**src/rtl/dmrs_ls_estimator.sv**
```systemverilog
// dmrs_ls_estimator: least-squares channel estimate H = Y * conj(X) for one
// PUSCH DMRS symbol. The datapath is a 3-stage pipeline that accepts one sample
// per cycle. A small FSM tracks the symbol boundary and the 3-cycle flush.
// Optional feature macro: DMRS_CNT_CHECK_EN. When it is defined, the block
// checks the per-symbol sample count against 6*N_rb and reports the result on
// cnt_err. When it is undefined, cnt_err is always 0.
module dmrs_ls_estimator #(
    parameter int WIDTH     = 9,
    parameter int OUT_WIDTH = 11
) (
    input  logic                        clk,
    input  logic                        reset,
    input  logic [6:0]                  N_rb,
    input  logic signed [WIDTH-1:0]     DMRS_r,
    input  logic signed [WIDTH-1:0]     DMRS_i,
    input  logic                        DMRS_valid,
    input  logic                        DMRS_finished,
    input  logic signed [WIDTH-1:0]     Rx_r,
    input  logic signed [WIDTH-1:0]     Rx_i,
    output logic signed [OUT_WIDTH-1:0] H_r,
    output logic signed [OUT_WIDTH-1:0] H_i,
    output logic                        H_valid,
    output logic                        est_done,
    output logic                        est_busy,
    output logic                        cnt_err
);

    localparam int PW = 2*WIDTH + 1;
    localparam logic signed [PW-1:0] RND_ADD = {{(PW-1){1'b0}}, 1'b1} << (WIDTH-2);
    localparam logic signed [PW-1:0] SAT_MAX = {{(PW-OUT_WIDTH+1){1'b0}}, {(OUT_WIDTH-1){1'b1}}};
    localparam logic signed [PW-1:0] SAT_MIN = {{(PW-OUT_WIDTH+1){1'b1}}, {(OUT_WIDTH-1){1'b0}}};

    typedef enum logic [1:0] {
        ST_IDLE  = 2'd0,
        ST_RUN   = 2'd1,
        ST_FLUSH = 2'd2
    } state_t;

    // Full-width signed product of two samples.
    function automatic logic signed [2*WIDTH-1:0] smul(input logic signed [WIDTH-1:0] a,
                                                      input logic signed [WIDTH-1:0] b);
        logic signed [2*WIDTH-1:0] ea;
        logic signed [2*WIDTH-1:0] eb;
        ea = {{WIDTH{a[WIDTH-1]}}, a};
        eb = {{WIDTH{b[WIDTH-1]}}, b};
        return ea * eb;
    endfunction

    // Sign-extend a product by one bit so that a sum of two products cannot overflow.
    function automatic logic signed [PW-1:0] sext_prod(input logic signed [2*WIDTH-1:0] p);
        return {p[2*WIDTH-1], p};
    endfunction

    // Round half up at bit WIDTH-2, then drop the WIDTH-1 fraction bits and clamp.
    function automatic logic signed [OUT_WIDTH-1:0] round_sat(input logic signed [PW-1:0] v);
        logic signed [PW-1:0] r;
        r = (v + RND_ADD) >>> (WIDTH-1);
        if (r > SAT_MAX) begin
            return SAT_MAX[OUT_WIDTH-1:0];
        end else if (r < SAT_MIN) begin
            return SAT_MIN[OUT_WIDTH-1:0];
        end else begin
            return r[OUT_WIDTH-1:0];
        end
    endfunction

    state_t      state_r, next_state_s;
    logic [1:0]  flush_cnt_r;
    logic        accept_s, start_s, done_s, flush_entry_s;
    logic        est_done_r, est_busy_r;

    logic signed [WIDTH-1:0]   xr_r, xi_r, yr_r, yi_r;
    logic                      s1_valid_r;
    logic signed [2*WIDTH-1:0] prod_rr_r, prod_ii_r, prod_ir_r, prod_ri_r;
    logic                      s2_valid_r;
    logic signed [PW-1:0]      sum_r_s, sum_i_s;
    logic signed [OUT_WIDTH-1:0] h_r_r, h_i_r;
    logic                      h_valid_r;

    // Next-state and sample-acceptance decode; FLUSH drops any incoming valid.
    always_comb begin
        next_state_s  = state_r;
        accept_s      = 1'b0;
        start_s       = 1'b0;
        done_s        = 1'b0;
        case (state_r)
            ST_IDLE: begin
                accept_s = DMRS_valid;
                start_s  = DMRS_valid;
                if (DMRS_valid) begin
                    if (DMRS_finished) begin
                        next_state_s = ST_FLUSH;
                    end else begin
                        next_state_s = ST_RUN;
                    end
                end else begin
                    next_state_s = ST_IDLE;
                end
            end
            ST_RUN: begin
                accept_s = DMRS_valid;
                if (DMRS_finished) begin
                    next_state_s = ST_FLUSH;
                end else begin
                    next_state_s = ST_RUN;
                end
            end
            ST_FLUSH: begin
                done_s = (flush_cnt_r == 2'd1);
                if (flush_cnt_r == 2'd2) begin
                    next_state_s = ST_IDLE;
                end else begin
                    next_state_s = ST_FLUSH;
                end
            end
            default: begin
                next_state_s = ST_IDLE;
            end
        endcase
        flush_entry_s = (state_r != ST_FLUSH) && (next_state_s == ST_FLUSH);
    end

    // State register, flush timer and the registered status outputs.
    always_ff @(posedge clk or posedge reset) begin
        if (reset) begin
            state_r     <= ST_IDLE;
            flush_cnt_r <= 2'd0;
            est_done_r  <= 1'b0;
            est_busy_r  <= 1'b0;
        end else begin
            state_r     <= next_state_s;
            flush_cnt_r <= (state_r == ST_FLUSH) ? flush_cnt_r + 2'd1 : 2'd0;
            est_done_r  <= done_s;
            est_busy_r  <= (next_state_s != ST_IDLE);
        end
    end

    // Stage 1: capture reference and received samples of accepted cycles.
    always_ff @(posedge clk or posedge reset) begin
        if (reset) begin
            xr_r       <= '0;
            xi_r       <= '0;
            yr_r       <= '0;
            yi_r       <= '0;
            s1_valid_r <= 1'b0;
        end else begin
            s1_valid_r <= accept_s;
            if (accept_s) begin
                xr_r <= DMRS_r;
                xi_r <= DMRS_i;
                yr_r <= Rx_r;
                yi_r <= Rx_i;
            end
        end
    end

    // Stage 2: the four cross products of Y and X.
    always_ff @(posedge clk or posedge reset) begin
        if (reset) begin
            prod_rr_r  <= '0;
            prod_ii_r  <= '0;
            prod_ir_r  <= '0;
            prod_ri_r  <= '0;
            s2_valid_r <= 1'b0;
        end else begin
            prod_rr_r  <= smul(yr_r, xr_r);
            prod_ii_r  <= smul(yi_r, xi_r);
            prod_ir_r  <= smul(yi_r, xr_r);
            prod_ri_r  <= smul(yr_r, xi_r);
            s2_valid_r <= s1_valid_r;
        end
    end

    // Stage 3 combine: Y*conj(X) real and imaginary parts.
    always_comb begin
        sum_r_s = sext_prod(prod_rr_r) + sext_prod(prod_ii_r);
        sum_i_s = sext_prod(prod_ir_r) - sext_prod(prod_ri_r);
    end

    // Stage 3 register: round and saturate; hold the estimate between valid samples.
    always_ff @(posedge clk or posedge reset) begin
        if (reset) begin
            h_r_r     <= '0;
            h_i_r     <= '0;
            h_valid_r <= 1'b0;
        end else begin
            h_valid_r <= s2_valid_r;
            if (s2_valid_r) begin
                h_r_r <= round_sat(sum_r_s);
                h_i_r <= round_sat(sum_i_s);
            end
        end
    end

`ifdef DMRS_CNT_CHECK_EN
    // 6*n computed as 4n + 2n.
    function automatic logic [9:0] times6(input logic [6:0] n);
        return {1'b0, n, 2'b00} + {2'b00, n, 1'b0};
    endfunction

    logic [9:0] sample_cnt_r, cnt_next_s, expected_s;
    logic [6:0] nrb_r;
    logic       mismatch_r, cnt_err_r;

    // Next sample count (restart on a new symbol, saturating at 1023) and the target.
    always_comb begin
        cnt_next_s = sample_cnt_r;
        expected_s = times6(nrb_r);
        if (start_s) begin
            cnt_next_s = 10'd1;
            expected_s = times6(N_rb);
        end else if (accept_s) begin
            if (sample_cnt_r != 10'h3FF) begin
                cnt_next_s = sample_cnt_r + 10'd1;
            end else begin
                cnt_next_s = sample_cnt_r;
            end
        end else begin
            cnt_next_s = sample_cnt_r;
        end
    end

    // Count, compare on FLUSH entry, publish the verdict alongside est_done.
    always_ff @(posedge clk or posedge reset) begin
        if (reset) begin
            sample_cnt_r <= 10'd0;
            nrb_r        <= 7'd0;
            mismatch_r   <= 1'b0;
            cnt_err_r    <= 1'b0;
        end else begin
            sample_cnt_r <= cnt_next_s;
            if (start_s) begin
                nrb_r <= N_rb;
            end
            if (flush_entry_s) begin
                mismatch_r <= (cnt_next_s != expected_s);
            end
            if (start_s) begin
                cnt_err_r <= 1'b0;
            end else if (done_s) begin
                cnt_err_r <= mismatch_r;
            end
        end
    end

    assign cnt_err = cnt_err_r;
`else
    // Without the count check N_rb has no consumer; fold it into a constant zero.
    assign cnt_err = (^N_rb) & 1'b0;
`endif

    assign H_r      = h_r_r;
    assign H_i      = h_i_r;
    assign H_valid  = h_valid_r;
    assign est_done = est_done_r;
    assign est_busy = est_busy_r;

endmodule

```
**config.mk**
```make
export PLATFORM = sky130hd
export DESIGN_NAME = dmrs_ls_estimator
export DESIGN_NICKNAME = d
export VERILOG_FILES = /design/src/rtl/dmrs_ls_estimator.sv
export SDC_FILE = /design/constraint.sdc
export NUM_CORES = 1
export LEC_CHECK = 0
export BUFFER_PORTS_ARGS = -buffer_cell sky130_fd_sc_hd__buf_2
export CAP_MARGIN = 20
export CORE_MARGIN = 5
export CORE_UTILIZATION = 30
export CTS_CLUSTER_DIAMETER = 50
export DETAILED_ROUTE_END_ITERATION = 16
export GPL_TIMING_DRIVEN = 0
export SETUP_SLACK_MARGIN = 0.3
export SYNTH_ARGS = -nofsm -noshare
export SYNTH_HDL_FRONTEND = slang
export SYNTH_SLANG_ARGS = --single-unit
```
**constraint.sdc**
```tcl
create_clock -name clk -period 5.2 [get_ports clk]
set_input_delay 1.04 -clock clk [delete_from_list [all_inputs] [get_ports clk]]
set_output_delay 1.04 -clock clk [all_outputs]
set_load 0.005 [all_outputs]
```
==> results of run 1 <==
==> flip-flops by register name, summed over array words and instances (netlist names) <==
name	cells
H_valid	1
prod_ir_r	18
prod_ii_r	18
H_r	11
xr_r	9
est_done	1
xi_r	9
prod_rr_r	18
est_busy	1
s2_valid_r	1
flush_cnt_r	2
s1_valid_r	1
prod_ri_r	18
state_r	2
yr_r	9
H_i	11
yi_r	9
==> layout make-up <==
cell class	instances	area, sq um	area share
Buffer	72	996.0	0.04508
Clock inverter	15	158.9	0.007192
Timing Repair Buffer	166	1281	0.05799
Multi-Input combinational cell	1231	13610	0.6162
Clock buffer	17	425.4	0.01925
Tap cell	773	967.2	0.04377
Inverter	307	1157	0.05238
Sequential cell	139	3495	0.1582
==> metrics by stage <==
step	utilization	setup WS [ps]	setup TNS [ps]
floorplan	-	264.8	0
global route	0.3744	155.3	0
detailed placement	0.3255	-838.9	-10380
finish	0.3744	288.5	0
global placement	0.3250	-1251	-178760
CTS	0.3504	267.1	0
==> logic make-up (layout without fill, tap and decap cells) <==
group / count (synthesis) / in the layout / synth area share
adders and majority gates: 500 / 500 / 0.4676
xor gates and xnor gates: 92 / 92 / 0.04508
other: 1 / 1 / 0.0002098
buffers and inverters: 379 / 577 / 0.07980
muxes: 53 / 53 / 0.03360
AOI/OAI and AO/OA: 134 / 134 / 0.05398
DFF: 139 / 139 / 0.1946
and+or+nand+nor: 451 / 451 / 0.1251
==> worst max-delay path, stage by stage (launching register included) <==
cell	delay [ps]
sky130_fd_sc_hd__dfrtp_2	490
sky130_fd_sc_hd__buf_4	220
sky130_fd_sc_hd__nand2_1	90
sky130_fd_sc_hd__fa_1	480
sky130_fd_sc_hd__fa_1	490
sky130_fd_sc_hd__inv_1	50
sky130_fd_sc_hd__fa_1	490
sky130_fd_sc_hd__fa_1	430
sky130_fd_sc_hd__fa_1	550
sky130_fd_sc_hd__ha_4	230
sky130_fd_sc_hd__nor2b_4	130
sky130_fd_sc_hd__o41ai_2	350
sky130_fd_sc_hd__buf_4	200
sky130_fd_sc_hd__o21ai_4	60
sky130_fd_sc_hd__o41ai_2	310
sky130_fd_sc_hd__xnor2_1	220
==> cells in the final DEF, fill, tap and decap left out, drive strengths merged, types with 3 or more instances in the layout <==
cell     netlist  layout
nand2        176     176
o311ai         3       3
nor2b         34      34
mux2          53      53
clkinv         1       7
xnor2         71      71
fa           280     280
ha           220     220
nor3          16      16
buf            3     203
a31oi          7       7
or3            7       7
nand2b        10      10
o21a           8       8
nand4          4       4
xor2          21      21
a41o           3       3
or2            5       5
o21ai         13      13
a21oi         47      47
a21o          15      15
and3           5       5
and2         135     135
o41ai          3       3
o211ai         5       5
clkbuf        69      52
a2111oi        3       3
inv          306     312
nand3         12      12
o21bai         9       9
o31ai          4       4
dfrtp        139     139
nor2          45      45
==> timing repair <==
item	in CTS	in global routing
setup buffers	18	77
hold buffers	0	0
pin swaps	20	71
endpoints found under the setup margin	37	18
gates cloned	0	6
gates resized for setup	188	155
==> worst min path at each step <==
stage / start / to / slack (ps) / cells after the start
2_1_floorplan: s1_valid_r / s2_valid_r / 330 / 0
3_3_place_gp: s1_valid_r / s2_valid_r / 330 / 0
3_5_place_dp: s1_valid_r / s2_valid_r / 350 / 0
4_1_cts: s1_valid_r / s2_valid_r / 360 / 0
5_1_grt: s1_valid_r / s2_valid_r / 370 / 0
6_report: s1_valid_r / s2_valid_r / 360 / 0
==> per-layer routing <==
metal / up-vias / track usage / wire [microns]
met3: 58 / 0.03449 / 2856
met2: 364 / 0.2285 / 21330
li1: 5826 / - / -
met1: 6461 / 0.1840 / 19240
met4: 0 / 0.05247 / 1406
met5: - / 0 / 0
==> impl_summary.md, run 1 <==
Synthesis
The per-instance average area after synthesis is 10.22 sq um. The mapped cell area is 17870 sq um. The fraction of registers with async set or reset after synthesis is 1.000. The share of the synthesized area in the top cell type is 0.3136. The total number of yosys warnings is 0.

By count the netlist is led by sky130_fd_sc_hd__inv_1, sky130_fd_sc_hd__fa_1, sky130_fd_sc_hd__ha_1. The top flip-flop cell by instance count after synthesis is sky130_fd_sc_hd__dfrtp_1. sky130_fd_sc_hd__fa_1 takes more of the synthesized area than any other cell. The cell count after synthesis came out at 1749. The post-synthesis sequential element count is 139.

The synthesized net count is 2296. The portion of the post-synthesis area used by sequential elements is 0.1946. In the post-synthesis netlist, the biggest area contributors are sky130_fd_sc_hd__fa_1, sky130_fd_sc_hd__dfrtp_1, sky130_fd_sc_hd__ha_1. The number of flops mapped to enable cells by yosys is 0. The most common cell in the synthesized netlist is sky130_fd_sc_hd__inv_1. In this run, distinct cell masters in the synthesized netlist total 58.

Placement
The final estimated routing congestion in global placement is 0.8936. The count of input and output buffers is 64. Summed over all nets, the half-perimeter wirelength after detailed placement is 32960 microns. Summing all placed instances gives a cell area of 19210 sq um. Counting tap cells, the placed design contains a total of 2587 instances.

Timing
The total count of hold-check failures in the final report is 0. The largest clock skew in the final design is 12.92 ps. The routed design could run at a clock period as short as 4911 ps. Across all hold checks on the routed design, the worst slack comes to 355.5 ps. Setup repair after global routing could not meet its margin everywhere. Dividing the final minimum period by the clock period gives 0.9445. The top achievable clock speed is 0.2036 GHz. Setup violations remaining at the end of the flow were counted as 0. The remaining max-slew budget at the tightest pin is 0.3415. The final number of max-transition violations is 0. The transition time at the pin with the least slew margin is 987.7 ps.

Layout
Counting the fill cells in the layout gives 5765. The area growth from synthesis to final layout is 23.62%. The final net count is 2481.

The finished layout holds 2720 standard cells, fillers aside. The final antenna diode count is 0. Of the cells placed in the final design, the portion with a size suffix greater than 1 is 0.2229. Once layout is done, the placed cells without fillers occupy 22090 sq um.

Clock tree
The root buffer cell chosen for the clock tree is sky130_fd_sc_hd__clkbuf_16. Clock-pin slew was measured on the worst setup and hold paths at 70 ps. The clock reaches the later pin of the worst-skew pair after 480 ps.

The maximum level of the CTS H-tree is 4. The clock tree from TritonCTS is done. The number of CTS-inserted buffers is 17. For this design, the sink count on the clock tree is 139.

Counting along the longest clock path gives a buffer depth of 2.

Worst setup path
The classification of the worst setup path is reg -> reg. The slack of the worst reg-to-reg path is 290 ps. Along the worst path, the maximum fanout reaches 10. The source of the critical timing path is yr_r[1]. The capturing element type of the critical path is a flip-flop.

The critical path endpoint is prod_rr_r[16]. In this run the critical register-to-register path is launched from yr_r[1]. STA puts the critical path data required time at 5550 ps.

The worst setup path is launched from a flip-flop. Counting cells, the worst reg-to-reg path comes to 15. The data arrival time of the worst path is 5260 ps.

The worst register-to-register path ends at prod_rr_r[16].

Routing
The first-pass iteration count of the detailed router is 5. The detailed-route wire length is 44830 microns. The routed length per instance is 16.48 microns. The initial DRC count is 820. The number of vias per cell is 4.672. After detailed routing, the number of remaining DRC violations is 0. The routed layout has 12710 vias. The number of routed nets with antenna violations is 0.

GRT
The via count of the first global-routing pass came to 13250. The overall routing resource usage is 0.1411. Entering global routing, the biggest net connects 82 pins. The first global-routing pass estimated 70670 microns of wire. The number of antenna violations at the first check in global routing is 1.

The residual overflow from global routing is 0.

Floorplan
The die area is 64560 sq um. The starting density of the core is 0.3028. The floorplan core area is 59020 sq um.

The die extent in y is 254.1 microns. The width of the chip is 254.1 microns. In this run the count of I/O pins placed on the die edge is 73.

In this run the core area contains 89 standard-cell rows.

Flow run
The tool flagged a number of max-cap violations equal to 0.

Run status
The flow ran to the end, and the final reports show no timing, DRC or antenna violations.

Worst hold path
The path class of the tightest hold or removal check is reg -> reg.
Power of run 1 is not shown: default switching activity piles up to over one toggle a cycle in this logic, so the estimate is an artifact.
==> run 2, diff against run 1 <==
--- a/config.mk
+++ b/config.mk
@@ -9,3 +9,3 @@
 export CAP_MARGIN = 20
-export CORE_MARGIN = 5
+export CORE_MARGIN = 2
 export CORE_UTILIZATION = 30
==> constraint.sdc (replaced) <==
create_clock -name clk -period 5.2 [get_ports clk]
set_input_delay 0.78 -clock clk [delete_from_list [all_inputs] [get_ports clk]]
set_output_delay 0.78 -clock clk [all_outputs]
set_load 0.005 [all_outputs]
==> impl_summary.md, run 2 (same netlist as run 1, synthesis figures left out) <==
Routing
The DRC violation count after routing is 0 (unchanged). The initial DRC count is 596 (-27%). The number of routed nets with antenna violations was 0 (unchanged).

The number of vias per cell is 4.647 (-0.55%). The overall via count from detail_route came to 12680 (-0.26%). The first-pass iteration count of the detailed router is 5 (unchanged). The detailed-route wire length is 45300 microns (+1.1%).

The routed length per instance is 16.61 microns (+0.77%).

Clock tree
The deepest clock path buffer count is 2 (unchanged). The number of sinks handled by clock tree synthesis is 139 (unchanged). The number of hold buffers added after cts is 0 (unchanged).

The buffer cell driving the clock tree root is sky130_fd_sc_hd__clkbuf_16. The CTS clock-pin slew for the worst setup and hold paths is 70 ps (about the same). The number of CTS-inserted buffers is 17 (unchanged). The source-to-sink clock delay at the later pin of the worst-skew pair is 490 ps (about the same). TritonCTS built the clock tree. The maximum level of the CTS H-tree is 4 (unchanged).

Timing
The post-route fraction of the period consumed by the critical path was 0.9409 (-0.003633). The count of endpoints failing setup in the final report came to 0 (unchanged). The top achievable clock speed is 0.2044 GHz (+0.39%).

Setup repair after global routing could not meet its margin everywhere. The final setup slack of the worst path is 307.4 ps (+18.89 ps). The remaining max-slew budget at the tightest pin is 0.3373 (-0.004189). The final number of max-transition violations is 0 (unchanged).

The total count of hold-check failures in the final report came to 0 (unchanged). The shortest period the worst path allows is 4893 ps (-18.89 ps). The transition time at the pin with the least slew margin is 994.0 ps (+6.283 ps). The final setup TNS is 0 ps (unchanged).

The largest clock skew in the final design was 23.66 ps (+10.74 ps).

Layout
The final net count was 2489 (+0.32%). The leading cell type in the layout, fill and taps excluded is sky130_fd_sc_hd__inv_1. From synthesis to final layout, the design area changed by 24.16%. In the layout the commonest cells are sky130_fd_sc_hd__inv_1, sky130_fd_sc_hd__fa_1, sky130_fd_sc_hd__ha_1. The sequential cell area was 3495 sq um (unchanged). The number of inserted filler cells in the final layout is 5680 (-1.5%). The final antenna diode count is 0 (unchanged).

The area taken by multi-input logic gates is 13690 sq um (+0.59%). The utilization after layout is 0.3767 (+0.002343). The fraction of final layout cells sized beyond drive strength 1 is 0.2343 (+0.01136).

Flow run
The max-cap check violation count is 0 (unchanged).

Worst setup path
The startpoint identified for the worst register-to-register timing path is yr_r[1]. The capturing element type of the critical path is a flip-flop. The data arrival time of the worst path is 5250 ps (about the same). The endpoint identified for the worst register-to-register timing path is prod_rr_r[16]. The classification of the worst setup path is reg -> reg.

The required time of the critical path is 5560 ps (about the same). The depth of the most critical reg-to-reg path is 15 (unchanged). The biggest fanout along the worst timing path is 7 (-3).

The nature of the critical path startpoint is a flip-flop. The slack of the worst reg-to-reg path was 310 ps (+20 ps). The source of the critical timing path is yr_r[1].

Floorplan
The floorplan core area is 58910 sq um (-0.19%). The die area is 61550 sq um (-4.7%). The die extent in y is 248.1 microns (-2.4%). The number of placement rows is 89 (unchanged). The width of the chip came to 248.1 microns (-2.4%). The boundary pin count is 73 (unchanged). The starting density of the core was 0.3034 (+0.0005725).

GRT
The residual overflow from global routing is 0 (unchanged). The pin count of the biggest net entering global routing is 82 (unchanged). The via count of the first global-routing pass came to 13130 (-0.88%). The first-pass GRT wire length came to 71270 microns (+0.85%). The number of antenna violations at the first check in global routing is 0 (-1).

The overall routing resource usage is 0.1525 (+0.01146).

Placement
The count of input and output buffers was 64 (unchanged). The setup slack after placement was -824.7 ps (+14.20 ps). The final estimated routing congestion in global placement is 0.8509 (-4.8%). The half-perimeter wire length after placement is 32910 microns (-0.15%).

Worst hold path
The startpoint identified for the worst hold timing path is s1_valid_r. The number of cells on the worst hold path is 0 (unchanged). The end point of the worst hold path is s2_valid_r. The tightest min-delay check is of the reg -> reg type.

Run status
The flow ran to the end, and the final reports show no timing, DRC or antenna violations.
-- run 2: changes by cell type in the layout (fill, tap and decap cells not counted), moves of 3 or more --
cell and delta:
sky130_fd_sc_hd__buf_12 -4, sky130_fd_sc_hd__ha_1 -3, sky130_fd_sc_hd__buf_6 +4, sky130_fd_sc_hd__inv_2 +3
sky130_fd_sc_hd__inv_1 -3, sky130_fd_sc_hd__clkbuf_2 +4, sky130_fd_sc_hd__buf_4 +4, sky130_fd_sc_hd__buf_8 -3
sky130_fd_sc_hd__fa_2 +4, sky130_fd_sc_hd__clkbuf_4 +4, sky130_fd_sc_hd__fa_1 -4
-- run 2: worst max path at each step --
| stage | end | slack [ps] |
|---|---|---|
| final | prod_rr_r[16] | 310 |
| after global routing | prod_ii_r[16] | 170 |
| after CTS | prod_rr_r[16] | 280 |
| after detailed placement | prod_rr_r[16] | -820 |
| after global placement | prod_ri_r[15] | -960 |
| after floorplan | prod_ir_r[17] | 260 |
-- run 2: layer usage --
layer  global-route usage  wire [microns]  up-vias
met3              0.03491            3096       63
met1               0.1988           19120     6433
met4              0.05160            1269        0
met2               0.2493           21820      342
li1                     -               -     5838
met5                    0               0        -
-- run 2: stage by stage --
| step | hold WS [ps] | instance area (sq um) | instances |
|---|---|---|---|
| after floorplan | 331.2 | 17890 | 1749 |
| after global placement | 334.0 | 19180 | 2586 |
| after detailed placement | 338.1 | 19210 | 2587 |
| after CTS | 350.2 | 20830 | 2647 |
| after global routing | 372.4 | 22190 | 2728 |
| final | 350.4 | 22190 | 2728 |
-- run 2: what timing repair did --
action / 4_1_cts / 5_1_grt
buffers inserted: 28 / 78
pin swaps: 27 / 78
resized for setup: 196 / 157
cloned: 0 / 3
setup endpoints to repair: 37 / 16
-- run 2: worst max-delay path, stage by stage (launching register included) --
cell                      delay, ps
sky130_fd_sc_hd__dfrtp_2        500
sky130_fd_sc_hd__buf_8          170
sky130_fd_sc_hd__nand2_2         70
sky130_fd_sc_hd__fa_1           500
sky130_fd_sc_hd__fa_1           520
sky130_fd_sc_hd__inv_2           40
sky130_fd_sc_hd__fa_1           550
sky130_fd_sc_hd__fa_1           430
sky130_fd_sc_hd__fa_1           570
sky130_fd_sc_hd__ha_4           230
sky130_fd_sc_hd__nor2b_4        130
sky130_fd_sc_hd__o41ai_2        330
sky130_fd_sc_hd__buf_4          190
sky130_fd_sc_hd__o21ai_4         70
sky130_fd_sc_hd__o41ai_2        240
sky130_fd_sc_hd__xnor2_1        230
-- run 2: final cells by class --
cell class / count / area share
Inverter: 307 / 0.05215
Clock inverter: 15 / 0.007273
Clock buffer: 17 / 0.01917
Buffer: 72 / 0.04539
Tap cell: 773 / 0.04358
Timing Repair Buffer: 174 / 0.05785
Multi-Input combinational cell: 1231 / 0.6171
Sequential cell: 139 / 0.1575
Power of run 2 is left out for the same reason.
==> run 3, diff against run 2 <==
==> constraint.sdc (replaced) <==
create_clock -name clk -period 5.3 [get_ports clk]
set_input_delay 0.795 -clock clk [delete_from_list [all_inputs] [get_ports clk]]
set_output_delay 0.795 -clock clk [all_outputs]
set_load 0.02 [all_outputs]
==> impl_summary.md, run 3 (same netlist as run 1, synthesis figures left out) <==
Clock tree
The number of CTS-inserted buffers came to 17 (unchanged). The tree is rooted in a sky130_fd_sc_hd__clkbuf_16. The deepest clock path buffer count is 2 (unchanged).

The CTS clock-pin slew for the worst setup and hold paths came to 70 ps (about the same). The source-to-sink clock delay at the later pin of the worst-skew pair is 480 ps (about the same). The maximum level of the CTS H-tree was 4 (unchanged). TritonCTS built the clock tree. The number of sinks handled by clock tree synthesis came to 139 (unchanged).

Worst setup path
The critical path goes through buf_8, buf_8, nand2_1, fa_1, inv_1, fa_1, inv_1, fa_1, inv_1, fa_2, ha_1, ha_4, a21o_1, a21oi_2, o21a_1, o311ai_4, nor3_2, a21oi_1, xnor2_1. The setup path with the least slack is of type reg -> reg. For this design, the slowest cell found on the critical path is sky130_fd_sc_hd__fa_2. The biggest fanout along the worst timing path is 7 (unchanged). The nature of the critical path startpoint is a flip-flop. The worst stage delay on the critical path is 550 ps (-20 ps).

The capturing element type of the critical path is a flip-flop. The data arrival time of the worst path is 5250 ps (about the same). The required time of the critical path is 5670 ps (+110 ps).

Layout
The leading cell type in the layout, fill and taps excluded is sky130_fd_sc_hd__inv_1. The final net count is 2464 (-1.0%). The fraction of final layout cells sized beyond drive strength 1 is 0.1984 (-0.03583). The library cells used most frequently in the layout, excluding fill and tap cells, are sky130_fd_sc_hd__inv_1, sky130_fd_sc_hd__fa_1, sky130_fd_sc_hd__ha_1. The utilization after layout is 0.3672 (-0.009473). The area growth from synthesis to final layout is 21.04%. The final antenna diode count is 0 (unchanged). The area of all placed cells without fillers is 21630 sq um (-2.5%).

Routing
The number of routed nets with antenna violations came to 0 (unchanged). The DRC violation count after routing came to 0 (unchanged). The routed length on met1 is 19550 microns (+2.3%).

In this run the top signal layer used is met4. The overall via count from detail_route was 12560 (-0.88%). The routed length per instance came to 16.49 microns (-0.70%). The initial DRC count is 549 (-7.9%). The total length of routed met3 wires is 2714 microns (-12%). The number of vias per cell is 4.648 (about the same). The detailed-route wire length came to 44570 microns (-1.6%). The first-pass iteration count of the detailed router came to 5 (unchanged).

The wire length on met2 is 21050 microns (-3.5%).

Timing
The post-route fraction of the period consumed by the critical path is 0.9212 (-0.01969). The post-route worst hold slack is 362.8 ps (+12.37 ps). The total count of hold-check failures in the final report is 0 (unchanged).

The final number of max-transition violations is 0 (unchanged). The top achievable clock speed came to 0.2048 GHz (+0.21%). The largest clock skew in the final design came to 8.981 ps (-14.68 ps). The remaining max-slew budget at the tightest pin was 0.3275 (-0.009846). The final setup TNS is 0 ps (unchanged). The count of endpoints failing setup in the final report is 0 (unchanged). The shortest period the worst path allows is 4882 ps (-10.27 ps). The transition time at the pin with the least slew margin is 1009 ps (+14.77 ps). Setup repair after global routing could not meet its margin everywhere.

Worst hold path
The tightest min-delay check is of the in -> async type.

GRT
The via count of the first global-routing pass came to 13300 (+1.3%). The overall routing resource usage is 0.1517 (-0.0008784). The pin count of the biggest net entering global routing came to 82 (unchanged). The residual overflow from global routing is 0 (unchanged). The number of antenna violations at the first check in global routing was 0 (unchanged). The first-pass GRT wire length was 70950 microns (-0.45%).

Floorplan
The die area was 61550 sq um (unchanged). The width of the chip came to 248.1 microns (unchanged). The boundary pin count is 73 (unchanged). The floorplan core area is 58910 sq um (unchanged). The die extent in y is 248.1 microns (unchanged). The number of placement rows is 89 (unchanged).

The starting density of the core is 0.3034 (unchanged).

Placement
The final estimated routing congestion in global placement was 0.8586 (+0.90%). The count of input and output buffers came to 64 (unchanged). The half-perimeter wire length after placement came to 32910 microns (about the same). The instance area after placement came to 19200 sq um (about the same).

Run status
The run finished with clean final reports.

Flow run
The max-cap check violation count was 0 (unchanged).
## run 3: cell types whose count changed in the layout (fill, tap and decap cells not counted), sizes merged
cell and delta:
inv -1, clkinv +2, buf -11, clkbuf -14, clkinvlp -1
## run 3: layout make-up
type                    count  area [sq um]
multi-input cells        1231         13410
inverters                 307          1157
fillers                  5780         37270
flip-flops and latches    139          3495
repair buffers            149          1066
clock inverters            15         162.7
well taps                 773         967.2
plain buffers              72         954.7
clock buffers              17         425.4
## run 3: per-stage QoR
stage	worst slack, ps	std cells
final	417.7	2703
after global routing	265.4	2703
after floorplan	289.3	1749
after global placement	-900.5	2586
after detailed placement	-834.9	2587
after CTS	287.2	2634
## run 3: worst paths after layout
path                       startpoint            end  slack [ps]  cells after the start
min reg2reg                s1_valid_r     s2_valid_r         360                      0
min in group clk           s1_valid_r     s2_valid_r         360                      0
min                             reset         H_r[0]         360                      2
max reg2reg                   yr_r[6]  prod_rr_r[17]         420                     19
max in group asynchronous       reset        xr_r[1]        4050                      3
max                           yr_r[6]  prod_rr_r[17]         420                     19
## run 3: repair_timing
item                                    4_1_cts  5_1_grt
hold buffers                                  0        0
pin swaps                                    17       55
gates resized for setup                     191      126
setup buffers                                15       64
endpoints found under the hold margin         0        0
endpoints found under the setup margin       36       15
gates cloned                                  0        5
## run 3: metal layers
metal | vias to the layer above | global-route usage
met4 | 0 | 0.05794
met1 | 6435 | 0.2005
met3 | 62 | 0.03124
met5 | - | 0
li1 | 5775 | -
met2 | 292 | 0.2441
## run 3: worst max-delay path: cells and delay by family (launching register included)
family          cells  cell delay, ps
compound gates      5             870
flops               1             380
buf+inv             5             410
xor+xnor            1             250
fa+ha+maj           6            2560
simple gates        2             280
Power of run 3 is left out for the same reason.
